<file path="src/rtl/fetch_unit_if.sv">
// Fetch-stage bus: instruction-memory request/response, redirect from execute and the
// {instruction, pc} handoff toward decode.
interface fetch_unit_if;
  logic        imem_req_valid;
  logic        imem_req_ready;
  logic [31:0] imem_req_addr;
  logic        imem_rsp_valid;
  logic [31:0] imem_rsp_data;
  logic        redirect_valid;
  logic [31:0] redirect_pc;
  logic        id_valid;
  logic        id_ready;
  logic [31:0] id_instruction;
  logic [31:0] id_pc;

  modport master (
    output imem_req_valid, imem_req_addr, id_valid, id_instruction, id_pc,
    input  imem_req_ready, imem_rsp_valid, imem_rsp_data, redirect_valid, redirect_pc, id_ready
  );

  modport slave (
    input  imem_req_valid, imem_req_addr, id_valid, id_instruction, id_pc,
    output imem_req_ready, imem_rsp_valid, imem_rsp_data, redirect_valid, redirect_pc, id_ready
  );
endinterface

</file>
<file path="src/rtl/fetch_unit.sv">
// Instruction fetch stage: owns the PC, issues in-order word fetches under a credit limit
// and buffers returned words with their PCs in a small FIFO toward decode.
module fetch_unit #(
  parameter logic [31:0] RESET_PC = 32'h0000_0000,
  parameter int          DEPTH    = 2
) (
  input logic          clk,
  input logic          rst_n,
  fetch_unit_if.master bus
);
  localparam int          PW  = $clog2(DEPTH);
  localparam int          CW  = PW + 1;
  localparam logic [31:0] NOP = 32'h0000_0013;

  typedef enum logic {BOOT, RUN} state_e;

  state_e        state_q;
  logic [31:0]   pc_q, pc_d;
  logic [CW-1:0] outstanding_q, outstanding_d;
  logic [CW-1:0] drop_q, drop_d;
  logic [CW-1:0] fifoCount_q, fifoCount_d;
  logic [PW-1:0] fifoRd_q, fifoWr_q, tagRd_q, tagWr_q;
  logic [31:0]   fifoInstr_q [DEPTH];
  logic [31:0]   fifoPc_q [DEPTH];
  logic [31:0]   tag_q [DEPTH];
  logic [CW+1:0] inFlight;
  logic          redirect, reqFire, rspDrop, rspPush, popFire;
  logic [1:0]    unusedRedirectLsbs;

  assign redirect           = bus.redirect_valid;
  assign unusedRedirectLsbs = bus.redirect_pc[1:0];

  // Every slot that could still become a FIFO entry holds a credit, so the FIFO cannot overflow.
  assign inFlight = (CW+2)'(outstanding_q) + (CW+2)'(drop_q) + (CW+2)'(fifoCount_q);

  assign bus.imem_req_valid = (state_q == RUN) && !redirect && (inFlight < (CW+2)'(DEPTH));
  assign bus.imem_req_addr  = pc_q;
  assign bus.id_valid       = (fifoCount_q != '0);
  assign bus.id_instruction = fifoInstr_q[fifoRd_q];
  assign bus.id_pc          = fifoPc_q[fifoRd_q];

  assign reqFire = bus.imem_req_valid && bus.imem_req_ready;
  assign rspDrop = bus.imem_rsp_valid && (drop_q != '0);
  assign rspPush = bus.imem_rsp_valid && (drop_q == '0);
  assign popFire = bus.id_valid && bus.id_ready;

  always_comb begin
    pc_d          = reqFire ? pc_q + 32'd4 : pc_q;
    outstanding_d = outstanding_q + CW'(reqFire) - CW'(rspPush);
    drop_d        = drop_q - CW'(rspDrop);
    fifoCount_d   = fifoCount_q + CW'(rspPush) - CW'(popFire);
    // A response arriving with the redirect belongs to the wrong path as well.
    if (redirect) begin
      pc_d          = {bus.redirect_pc[31:2], 2'b00};
      outstanding_d = '0;
      drop_d        = drop_q + outstanding_q - CW'(bus.imem_rsp_valid);
      fifoCount_d   = '0;
    end
  end

  always_ff @(posedge clk or negedge rst_n) begin
    if (!rst_n) begin
      state_q       <= BOOT;
      pc_q          <= RESET_PC;
      outstanding_q <= '0;
      drop_q        <= '0;
      fifoCount_q   <= '0;
      fifoRd_q      <= '0;
      fifoWr_q      <= '0;
      tagRd_q       <= '0;
      tagWr_q       <= '0;
      for (int i = 0; i < DEPTH; i++) begin
        fifoInstr_q[i] <= NOP;
        fifoPc_q[i]    <= '0;
        tag_q[i]       <= '0;
      end
    end else begin
      state_q       <= RUN;
      pc_q          <= pc_d;
      outstanding_q <= outstanding_d;
      drop_q        <= drop_d;
      fifoCount_q   <= fifoCount_d;
      if (redirect) begin
        fifoRd_q <= '0;
        fifoWr_q <= '0;
        tagRd_q  <= '0;
        tagWr_q  <= '0;
      end else begin
        if (reqFire) begin
          tag_q[tagWr_q] <= pc_q;
          tagWr_q        <= tagWr_q + PW'(1);
        end
        if (rspPush) begin
          fifoInstr_q[fifoWr_q] <= bus.imem_rsp_data;
          fifoPc_q[fifoWr_q]    <= tag_q[tagRd_q];
          fifoWr_q              <= fifoWr_q + PW'(1);
          tagRd_q               <= tagRd_q + PW'(1);
        end
        if (popFire) begin
          fifoRd_q <= fifoRd_q + PW'(1);
        end
      end
    end
  end

  assert property (@(posedge clk) disable iff (!rst_n)
    (!redirect && rspPush && !popFire) |-> (fifoCount_q < CW'(DEPTH)));
endmodule
</file>
<file path="src/flat_wrapper.sv">
// flat-port wrapper written by rule: the top's interface ports become plain ports
module fetch_unit_flat 
#(
  parameter logic [31:0] RESET_PC = 32'h0000_0000,
  parameter int          DEPTH    = 2
)
  (clk, rst_n, bus_imem_req_valid, bus_imem_req_addr, bus_id_valid, bus_id_instruction, bus_id_pc, bus_imem_req_ready, bus_imem_rsp_valid, bus_imem_rsp_data, bus_redirect_valid, bus_redirect_pc, bus_id_ready);
  fetch_unit_if bus_i ();
  input logic clk;
  input logic rst_n;
  output wire logic [$bits(bus_i.imem_req_valid)-1:0] bus_imem_req_valid;
  output wire logic [$bits(bus_i.imem_req_addr)-1:0] bus_imem_req_addr;
  output wire logic [$bits(bus_i.id_valid)-1:0] bus_id_valid;
  output wire logic [$bits(bus_i.id_instruction)-1:0] bus_id_instruction;
  output wire logic [$bits(bus_i.id_pc)-1:0] bus_id_pc;
  input wire logic [$bits(bus_i.imem_req_ready)-1:0] bus_imem_req_ready;
  input wire logic [$bits(bus_i.imem_rsp_valid)-1:0] bus_imem_rsp_valid;
  input wire logic [$bits(bus_i.imem_rsp_data)-1:0] bus_imem_rsp_data;
  input wire logic [$bits(bus_i.redirect_valid)-1:0] bus_redirect_valid;
  input wire logic [$bits(bus_i.redirect_pc)-1:0] bus_redirect_pc;
  input wire logic [$bits(bus_i.id_ready)-1:0] bus_id_ready;
  assign bus_imem_req_valid = bus_i.imem_req_valid;
  assign bus_imem_req_addr = bus_i.imem_req_addr;
  assign bus_id_valid = bus_i.id_valid;
  assign bus_id_instruction = bus_i.id_instruction;
  assign bus_id_pc = bus_i.id_pc;
  assign bus_i.imem_req_ready = bus_imem_req_ready;
  assign bus_i.imem_rsp_valid = bus_imem_rsp_valid;
  assign bus_i.imem_rsp_data = bus_imem_rsp_data;
  assign bus_i.redirect_valid = bus_redirect_valid;
  assign bus_i.redirect_pc = bus_redirect_pc;
  assign bus_i.id_ready = bus_id_ready;
  fetch_unit #(.RESET_PC(RESET_PC), .DEPTH(DEPTH)) u_core (.clk(clk), .rst_n(rst_n), .bus(bus_i));
endmodule
</file>
<file path="config.mk">
export PLATFORM = sky130hd
export DESIGN_NAME = fetch_unit_flat
export DESIGN_NICKNAME = d
export VERILOG_FILES = /design/src/rtl/fetch_unit_if.sv /design/src/rtl/fetch_unit.sv /design/src/flat_wrapper.sv
export SDC_FILE = /design/constraint.sdc
export NUM_CORES = 1
export LEC_CHECK = 0
export CAP_MARGIN = 20
export CORE_AREA = 2 2 149 137
export DETAILED_ROUTE_END_ITERATION = 10
export DIE_AREA = 0 0 151 139
export GPL_ROUTABILITY_DRIVEN = 0
export PLACE_DENSITY = 0.8
export SYNTH_ARGS = -nofsm -noshare
export SYNTH_HDL_FRONTEND = slang
export SYNTH_SLANG_ARGS = --single-unit
export TNS_END_PERCENT = 30
</file>
<file path="constraint.sdc">
create_clock -name clk -period 4 [get_ports clk]
set_input_delay 0.6 -clock clk [delete_from_list [all_inputs] [get_ports clk]]
set_output_delay 0.6 -clock clk [all_outputs]
set_load 0.02 [all_outputs]
</file>
Word level (Yosys, flattened, before mapping)
Index checks and enable logic that the tools add are counted.
{"block": "word_totals", "in_bits": 70, "wordCells": 87, "out_inout_bits": 98, "register_bits": 235}
{"block": "op_classes", "muxes": 29, "n_reduce_logical": 17, "bitwise_logic": 5, "n_addsub": 14, "magnitude_cmp": 7}
{"op": "32-bit 2-to-1 mux", "n": 13}
{"op": "64-bit bitwise mux", "n": 3}
{"op": "32-bit demux with 1-bit select", "n": 2}
{"op": "32-bit by 3-bit adder with 32-bit output (second input constant)", "n": 1}
{"op": "2-bit nonzero test", "n": 5}
{"op": "2-bit >= comparator (second input constant)", "n": 4}
{"op": "1-bit logical AND", "n": 8}
{"op": "1-bit 2-to-1 mux", "n": 8}
{"op": "1-bit NOT with 2-bit output", "n": 4}
{"op": "2-bit by 1-bit subtractor with 2-bit output", "n": 4}
{"op": "2-bit 2-to-1 mux", "n": 3}
{"op": "1-bit adder (second input constant)", "n": 4}
{"op": "2-bit by 1-bit adder with 2-bit output", "n": 2}
{"op": "4-bit by 2-bit adder with 4-bit output", "n": 1}
{"op": "2-bit by 1-bit < comparator with 1-bit output (second input constant)", "n": 2}
{"op": "4-bit by 2-bit < comparator with 1-bit output (second input constant)", "n": 1}
{"op": "2-bit AND reduction", "n": 2}
{"op": "2-bit by 2-bit adder with 3-bit output", "n": 1}
{"op": "2-bit adder", "n": 1}
{"op": "2-bit logical NOT", "n": 1}
{"op": "1-bit logical NOT", "n": 1}
{"op": "1-bit NOT", "n": 1}

Logic depth before layout (Yosys ltp)
Gate-level depths: netlist of the first run.
{"block": "logic_depth", "ltp_word": 8, "mapped_depth": 13, "ltp_nobuf": 11}

Worst setup path after synthesis of the first run
OpenSTA, ideal clock, no wires.
{"block": "synth_timing", "path_kind": "reg-to-reg", "start": "register u_core.drop_q[0]", "end": "register u_core.outstanding_q[0]", "t_arrival_ns": 2.880, "slack_ns": 0.988, "path_stages_with_launch": 13, "required_ns": 3.868, "path_buffers": 2, "setup_ns": 0.132, "synth_period_minus_slack_ns": 3.012, "cell_sequence": "dfrtp_1 ha_1 fa_1 inv_1 fa_1 nand2_1 and4_1 nand2_1 inv_1 buf_2 buf_2 ha_1 nor2b_1"}
{"block": "synth_via", "elab_chain_cells": 8, "elab_cells_between_ends": 10, "cone_classes": "add/sub: 4; order compare: 1; mux: 1; reduce/logical: 4"}
{"element": "start, declared", "line": "fetch_unit.sv:20", "rtl": "logic [CW-1:0] drop_q, drop_d;"}
{"element": "start signal, assigned", "line": "fetch_unit.sv:81", "rtl": "drop_q <= drop_d;"}
{"element": "2-bit by 2-bit adder with 3-bit output", "line": "fetch_unit.sv:34", "rtl": "assign inFlight = (CW+2)'(outstanding_q) + (CW+2)'(drop_q) + (CW+2)'(fifoCount_q);"}
{"element": "4-bit by 2-bit adder with 4-bit output", "line": "fetch_unit.sv:34"}
{"element": "4-bit by 2-bit < comparator with 1-bit output", "line": "fetch_unit.sv:36", "rtl": "assign bus.imem_req_valid = (state_q == RUN) && !redirect && (inFlight < (CW+2)'(DEPTH));"}
{"element": "1-bit logical AND", "line": "fetch_unit.sv:36"}
{"element": "1-bit logical AND", "line": "fetch_unit.sv:42", "rtl": "assign reqFire = bus.imem_req_valid && bus.imem_req_ready;"}
{"element": "2-bit by 1-bit adder with 2-bit output", "line": "fetch_unit.sv:49", "rtl": "outstanding_d = outstanding_q + CW'(reqFire) - CW'(rspPush);"}
{"element": "2-bit by 1-bit subtractor with 2-bit output *", "line": "fetch_unit.sv:49"}
{"element": "2-bit 2-to-1 mux *", "line": "fetch_unit.sv:53", "rtl": "if (redirect) begin"}
{"element": "net u_core.outstanding_d[0]", "line": "fetch_unit.sv:19", "rtl": "logic [CW-1:0] outstanding_q, outstanding_d;"}
{"element": "end signal, assigned", "line": "fetch_unit.sv:80", "rtl": "outstanding_q <= outstanding_d;"}
{"element": "end, declared", "line": "fetch_unit.sv:19"}
Mark *: on every way through the listed nets, which the timed path passes. The rest lies on a longest branch.
A chain may end at the register's enable or synchronous reset.

Final worst setup path of the first run
{"block": "layout_timing", "start": "register u_core.drop_q[0]", "end": "output port bus_imem_req_valid"}
{"block": "layout_via", "elab_chain_cells": 4}
{"element": "2-bit by 2-bit adder with 3-bit output", "line": "fetch_unit.sv:34"}
{"element": "4-bit by 2-bit adder with 4-bit output", "line": "fetch_unit.sv:34"}
{"element": "4-bit by 2-bit < comparator with 1-bit output", "line": "fetch_unit.sv:36"}
{"element": "1-bit logical AND", "line": "fetch_unit.sv:36"}
{"element": "end, declared", "line": "flat_wrapper.sv:11", "rtl": "output wire logic [$bits(bus_i.imem_req_valid)-1:0] bus_imem_req_valid;"}
No other way between the ends.

==> impl_metrics.py, run 1 <==
metrics = {
    "setup_path": {
        "critical_path_required_ps": 3400,
        "crit_chain": "ha_1 -> fa_1 -> inv_1 -> fa_1 -> a21o_1 -> and4_1 -> clkdlybuf4s50_1",
        "worstSetupEndpointType": "output pin",
        "cp_slowest_stage_delay_ps": 540,
        "cp.arrival_ps": 3220,
        "crit_path_top_delay_cell": "clkdlybuf4s50_1",
        "crit_type": "reg2out",
        "crit_top_cell": "fa_1",
        "path_max_fanout": 6,
        "start_kind": "flip-flop",
    },
    "grt": {
        "grt_remaining_overflow": 0,
        "grt_usage_pct": 21.6,
        "grt_pass1_wl_mm": 36.9,
        "grt_max_degree": 118,
        "grt_pass1_vias": 7194,
        "antenna_found_initial": 0,
    },
    "synthesis": {
        "synth_cell_type_count": 49,
        "avgSynthCellArea_um2": 12.2,
        "synth_edf_count": 0,
        "ys_ff_latch": 225,
        "ys_dominant_reg_cell": "dfrtp_1",
        "syn_area_mm2": 0.0103,
        "postSynthCellCount": 844,
        "async_flop_share_pct": 100,
        "synth_warnings": 0,
        "ys_seq_area_share_pct": 54.6,
    },
    "placed_design": {
        "hpwl_mm": 14.8,
        "io_buffer_count": 161,
    },
    "cts": {
        "cts_max_path_buffers": 3,
        "cts_buffers": 24,
        "hold_buffers": 0,
        "htreeDepth": 1,
        "cts_resized": 0,
        "cts-root-buf": "clkbuf_16",
        "clkSlewWorstSetupHoldPaths_ps": 60,
        "cts_tree": "done",
        "cts_setup_buffers": 0,
        "worstSkewPairLatency_ps": 510,
        "clock-sinks": 225,
    },
    "timing": {
        "drv_slew": 0,
        "finalCritPeriodShare_pct": 95.4,
        "max_freq_mhz": 262,
        "worstMarginPinSlew_ps": 854,
        "fin_crit_ps": 3820,
        "final_hold_viol_count": 0,
        "finalSetupViolations": 0,
        "rsz0062_at_grt": "false",
        "fin_skew_ps": 13.3,
        "relSlewSlack_pct": 43.0,
        "tns_ps": 0,
    },
    "cells_and_area": {
        "area_delta_synth_final_pct": 25.5,
        "num-nets-final": 1077,
        "antennaDiodeCount": 0,
        "drive_gt1_share_pct": 24.9,
        "final_util_pct": 66.4,
        "nFillCells": 1472,
    },
    "route": {
        "viasPerCell": 5.69,
        "drt_wl_total_mm": 23.0,
        "wl_per_cell_um": 18.2,
        "drtIter0Drc": 449,
        "ant_nets": 0,
        "drc": 0,
        "via_count": 7194,
        "drt_pass1_iterations": 5,
    },
    "status": {
        "status": "finished, final reports clean",
    },
    "floorplanning": {
        "start_util_pct": 52.9,
        "die_h_um": 139,
        "io-pin-count": 168,
        "rows": 49,
        "core_mm2": 0.0195,
        "die_w_um": 151,
        "die_area_mm2": 0.0210,
    },
    "pwr": {
        "power.density_mw_per_mm2": 791,
        "power_w": 0.0102,
        "peakVddDrop_mv": 0.308,
        "p_leak_nw": 5.63,
    },
    "worst_hold_path": {
        "hold_class": "in2async",
    },
    "run": {
        "drv_cap": 0,
    },
}
[kinds of logic (layout without fill, tap and decap cells)]
kind of cell / count (synthesis) / count (layout) / share of synthesized area, %
AO/OA/AOI/OAI: 128 / 128 / 7.82
AND/OR/NAND/NOR: 175 / 175 / 8.39
flip-flops: 225 / 225 / 54.6
XOR/XNOR: 11 / 11 / 0.934
other: 2 / 5 / 0.0728
multiplexers: 217 / 217 / 23.3
buffers and inverters: 73 / 236 / 3.10
adder cells (fa/ha/maj): 13 / 13 / 1.72
[cell usage after synthesis (2+ instances only)]
cell type / number / area [um2]
buf_4: 4 / 30.0
or4_1: 2 / 15.0
buf_1: 12 / 45.0
nor3_1: 8 / 40.0
nand3_2: 2 / 20.0
buf_2: 24 / 120
nand2_1: 37 / 139
a21oi_1: 70 / 350
a221o_1: 10 / 100
nor2b_1: 5 / 31.3
nor2_1: 76 / 285
mux2_2: 186 / 2090
conb_1: 2 / 7.51
fa_1: 2 / 40.0
dfrtp_1: 219 / 5480
and3_1: 2 / 12.5
nand4_4: 2 / 42.5
inv_1: 19 / 71.3
ha_1: 11 / 138
nor3b_1: 2 / 15.0
or3_1: 3 / 18.8
xor2_1: 6 / 52.6
nand3_1: 13 / 65.1
a21o_1: 7 / 52.6
dfstp_2: 6 / 158
nor4_1: 2 / 12.5
o311ai_0: 7 / 61.3
mux2i_1: 31 / 310
xnor2_1: 5 / 43.8
o21ai_0: 11 / 55.1
and4_1: 6 / 52.6
clkbuf_1: 13 / 48.8
nand4_1: 11 / 68.8
o31a_1: 3 / 26.3
o211ai_1: 11 / 82.6
[sequential cells by signal, summed over array words and instances (netlist names), 2 cells and up]
register	flops
u_core.tag_q	60
u_core.drop_q	2
u_core.fifoInstr_q	64
u_core.fifoCount_q	2
u_core.fifoPc_q	60
u_core.outstanding_q	2
u_core.bus.imem_req_addr	30
[metal layers]
metal / GRT usage (%) / vias up / share of wire (%)
met5: 0 / - / 0
met4: 5.61 / 0 / 1.8
met3: 3.55 / 42 / 6.3
met2: 33.8 / 278 / 45
met1: 31.6 / 3554 / 46
li1: - / 3320 / -
[power breakdown]
group	switching (W)	total [W]	internal (W)	leakage, nW
Sequential	0.000667	0.00394	0.00327	2.86
Clock	0.000846	0.00213	0.00128	0.373
Combinational	0.00195	0.00418	0.00223	2.40
Total	0.00346	0.0102	0.00679	5.63
[per-stage QoR]
stage	instances	cell area, um2	hold slack (ps)	setup slack [ps]
after global placement	1223	12200	483	571
after CTS	1265	12900	200	178
after global routing	1265	12900	230	85.9
after floorplan	847	10300	304	988
after detailed placement	1223	12200	492	482
final	1265	12900	155	185
[placed cells by master (no fill, tap or decap), types with 11 or more instances in the layout]
cell,synthesis,final
a21oi_1,70,70
clkbuf_16,0,25
clkdlybuf4s50_1,0,160
dfrtp_1,219,218
ha_1,11,11
inv_1,19,19
mux2_2,186,186
mux2i_1,31,31
nand2_1,37,37
nand3_1,13,13
nand4_1,11,11
nor2_1,76,75
o211ai_1,11,11
o21ai_0,11,11
[worst max-delay path, delay by kind of cell (launching register included)]
family                     cells  cell delay (ps)
adders and majority gates      3             1180
buffers and inverters          2              610
DFF                            1              410
AOI/OAI and AO/OA              1              260
and+or+nand+nor                1              230
[path summary, 6_finish.rpt]
| kind | from | to | slack [ps] | depth (start not counted) |
|---|---|---|---|---|
| hold reg to reg | u_core.fifoInstr_q[38] | u_core.fifoInstr_q[38] | 500 | 1 |
| setup / recovery | u_core.drop_q[0] | bus_imem_req_valid | 180 | 7 |
| max in group asynchronous | rst_n | u_core.fifoInstr_q[4] | 2950 | 2 |
| min in group clk | u_core.fifoInstr_q[38] | u_core.fifoInstr_q[38] | 500 | 1 |
| setup reg to reg | u_core.drop_q[0] | u_core.tag_q[61] | 460 | 9 |
| hold / removal | rst_n | u_core.fifoInstr_q[58] | 160 | 1 |
[layout make-up]
class	count	area [um2]	area share, %
Clock inverter	4	45.0	0.348
Sequential cell	225	5640	43.6
Clock buffer	38	714	5.52
Timing Repair Buffer	175	1770	13.7
Inverter	19	71.3	0.551
Multi-Input combinational cell	549	4380	33.9
Tap cell	255	319	2.46
Note: power is estimated with default switching activity, not from simulation.
==> run 2, diff against run 1 <==
--- a/config.mk
+++ b/config.mk
@@ -5,12 +5,14 @@
 export SDC_FILE = /design/constraint.sdc
 export NUM_CORES = 1
 export LEC_CHECK = 0
+export ABC_AREA = 1
 export CAP_MARGIN = 20
-export CORE_AREA = 2 2 149 137
+export CORE_AREA = 2 2 154 141
+export CTS_CLUSTER_SIZE = 10
 export DETAILED_ROUTE_END_ITERATION = 10
-export DIE_AREA = 0 0 151 139
+export DIE_AREA = 0 0 156 143
 export GPL_ROUTABILITY_DRIVEN = 0
-export PLACE_DENSITY = 0.8
+export PLACE_DENSITY = 0.79
 export SYNTH_ARGS = -nofsm -noshare
 export SYNTH_HDL_FRONTEND = slang
 export SYNTH_SLANG_ARGS = --single-unit
==> run 2 against run 1 <==
Sequential cell count is the same. Non-clock buffer count shrank 4. Core utilization shrank 1.4 points. Critical path depth grew 2. Fmax grew 0.57%. Sequential share of layout area shrank 1.4 points. Clock skew shrank 2.7 ps. Global-route usage grew 2.4 points. Critical endpoint unchanged.
==> impl_metrics.py, run 2 <==
metrics = {
    "synthesis": {
        "syn_area_mm2": 0.0110,
        "synth_top_area_cell": "dfrtp_1",
        "synth_warnings": 0,
        "ys_seq_area_share_pct": 51.3,
        "postSynthCellCount": 1452,
        "synth.most_common_cell": "nand2_1",
        "synth_cell_type_count": 29,
        "ys_ff_latch": 225,
        "netlist.area_leader.share_pct": 49.9,
        "synth_area_leaders": "dfrtp_1 50%, nand2_1 20%, o21ai_0 7.3%",
        "avgSynthCellArea_um2": 7.57,
        "ys_dominant_reg_cell": "dfrtp_1",
        "synthTopCellsByCount": "593 x nand2_1, 219 x dfrtp_1, 167 x inv_1",
        "synth_edf_count": 0,
        "async_flop_share_pct": 100,
    },
    "floorplanning": {
        "die_w_um": 156,
        "core_mm2": 0.0206,
        "die_h_um": 143,
        "start_util_pct": 53.4,
        "io-pin-count": 168,
        "rows": 50,
        "die_area_mm2": 0.0223,
    },
    "timing": {
        "finalCritPeriodShare_pct": 94.8,
        "relSlewSlack_pct": 27.7,
        "final.setup.worst_slack_ps": 206,
        "max_freq_mhz": 264,
        "worstMarginPinSlew_ps": 1080,
        "rsz0062_at_grt": "false",
        "fin_crit_ps": 3790,
        "tns_ps": 0,
        "fin_skew_ps": 10.6,
        "finalSetupViolations": 0,
        "final_hold_viol_count": 0,
        "drv_slew": 0,
    },
    "route": {
        "via_count": 9523,
        "drtIter0Drc": 770,
        "drc": 0,
        "drt_wl_total_mm": 26.1,
        "drt_pass1_iterations": 6,
        "wl_per_cell_um": 14.1,
        "viasPerCell": 5.14,
        "ant_nets": 0,
    },
    "cells_and_area": {
        "layoutNonFillerInstCount": 1851,
        "antennaDiodeCount": 0,
        "nFillCells": 1756,
        "drive_gt1_share_pct": 3.58,
        "top_register": "u_core.fifoInstr_q",
        "final_cell_mix": "593 x nand2_1, 219 x dfrtp_1, 167 x inv_1, 161 x o21ai_0, 160 x clkdlybuf4s50_1",
        "layout_commonest_cell": "nand2_1",
        "num-nets-final": 1664,
        "multi_input_area_mm2": 0.00432,
        "reg_top3": "u_core.fifoInstr_q: 64 flops, u_core.fifoPc_q: 60 flops, u_core.tag_q: 60 flops",
        "area_delta_synth_final_pct": 21.8,
        "seqCellArea_mm2": 0.00564,
        "largest_reg_flops": 64,
    },
    "pwr": {
        "power_w": 0.00997,
        "p_leak_nw": 6.52,
        "peakVddDrop_mv": 0.349,
        "power.density_mw_per_mm2": 745,
    },
    "worst_hold_path": {
        "hold_class": "in2async",
    },
    "status": {
        "status": "finished, final reports clean",
    },
    "grt": {
        "grt_usage_pct": 24.0,
        "grt_max_degree": 125,
        "grt_pass1_vias": 8984,
        "grt_remaining_overflow": 0,
        "grt_pass1_wl_mm": 43.6,
        "antenna_found_initial": 0,
    },
    "placed_design": {
        "numPlacedInstances": 1813,
        "io_buffer_count": 161,
        "pre_cts_ws_ps": 564,
        "hpwl_mm": 17.1,
    },
    "setup_path": {
        "cp_num_buf_inv": 3,
        "crit_family": "adder cells",
        "critical_path_required_ps": 3400,
        "crit_path_top_delay_cell": "clkdlybuf4s50_1",
        "regToRegStartpoint": "u_core.drop_q[0]",
        "crit_chain": "ha_1 -> fa_1 -> inv_1 -> fa_1 -> nand3_1 -> nor2_2 -> nand2_1 -> inv_1 -> clkdlybuf4s50_1",
        "worstSetupEndpointType": "output pin",
        "start_kind": "flip-flop",
        "cp_slowest_stage_delay_ps": 600,
        "crit_type": "reg2out",
        "path_max_fanout": 4,
        "cp.arrival_ps": 3190,
        "critPathLaunch": "u_core.drop_q[0]",
    },
    "cts": {
        "cts_max_path_buffers": 3,
        "cts_setup_buffers": 0,
        "cts-root-buf": "clkbuf_16",
        "cts_buffers": 26,
        "clkSlewWorstSetupHoldPaths_ps": 60,
        "worstSkewPairLatency_ps": 520,
        "cts_tree": "done",
        "clock-sinks": 225,
        "hold_buffers": 0,
        "cts_resized": 0,
        "htreeDepth": 1,
    },
    "run": {
        "drv_cap": 0,
    },
}
## run 2: changes by cell type after synthesis, sizes merged, moves of 8 or more
cell    delta
inv      +152
nor2      -16
a221o     -10
nand3     +52
a21oi     -69
o311ai     -8
o21ai    +219
o211ai    -11
clkbuf    +18
nand4     -11
nand2    +558
mux2i     -31
mux2     -186
## run 2: logic make-up (layout without fill, tap and decap cells)
logic type | after synthesis | count (layout) | synth area share [%]
other | 2 | 5 | 0.0684
adders and majority gates | 13 | 13 | 1.62
DFF | 225 | 225 | 51.3
buffers and inverters | 244 | 380 | 9.49
and+or+nand+nor | 726 | 726 | 26.1
xor gates and xnor gates | 11 | 11 | 0.877
AOI/OAI and AO/OA | 231 | 231 | 10.6
## run 2: where the power goes
group / internal, W / switching, W
registers: 0.00323 / 0.000526
logic: 0.00167 / 0.00246
clock network: 0.00123 / 0.000852
## run 2: area by class of cell
| cell class | instances | share of cell area [%] |
|---|---|---|
| sequential | 225 | 42.1 |
| multi-input combinational | 986 | 32.3 |
| timing repair buffer | 171 | 12.9 |
| clock buffer | 38 | 5.43 |
| inverter | 171 | 4.83 |
| tap | 260 | 2.43 |
## run 2: layer usage
layer | track usage, % | up-vias | wire length [um]
li1 | - | 4728 | -
met1 | 36.7 | 4425 | 12300
met3 | 2.91 | 50 | 1700
met5 | 0 | - | 0
met2 | 36.4 | 320 | 11500
met4 | 6.28 | 0 | 549
## run 2: path summary, 6_finish.rpt
kind,to,slack (ps),cells past startpoint
min in group clk,u_core.fifoInstr_q[36],470,2
max,bus_imem_req_valid,210,9
max in group asynchronous,u_core.fifoInstr_q[4],2920,2
min reg2reg,u_core.fifoInstr_q[36],470,2
max reg2reg,u_core.tag_q[63],550,12
min,u_core.bus.imem_req_addr[11],130,1
## run 2: per-stage QoR
stage          hold WS, ps  area [um2]  utilization [%]
3_5_place_dp           458       12700             61.5
3_3_place_gp           456       12700             61.5
2_1_floorplan          304       11000                -
4_1_cts                235       13400             65.0
5_1_grt                245       13400             65.0
6_report               132       13400             65.0
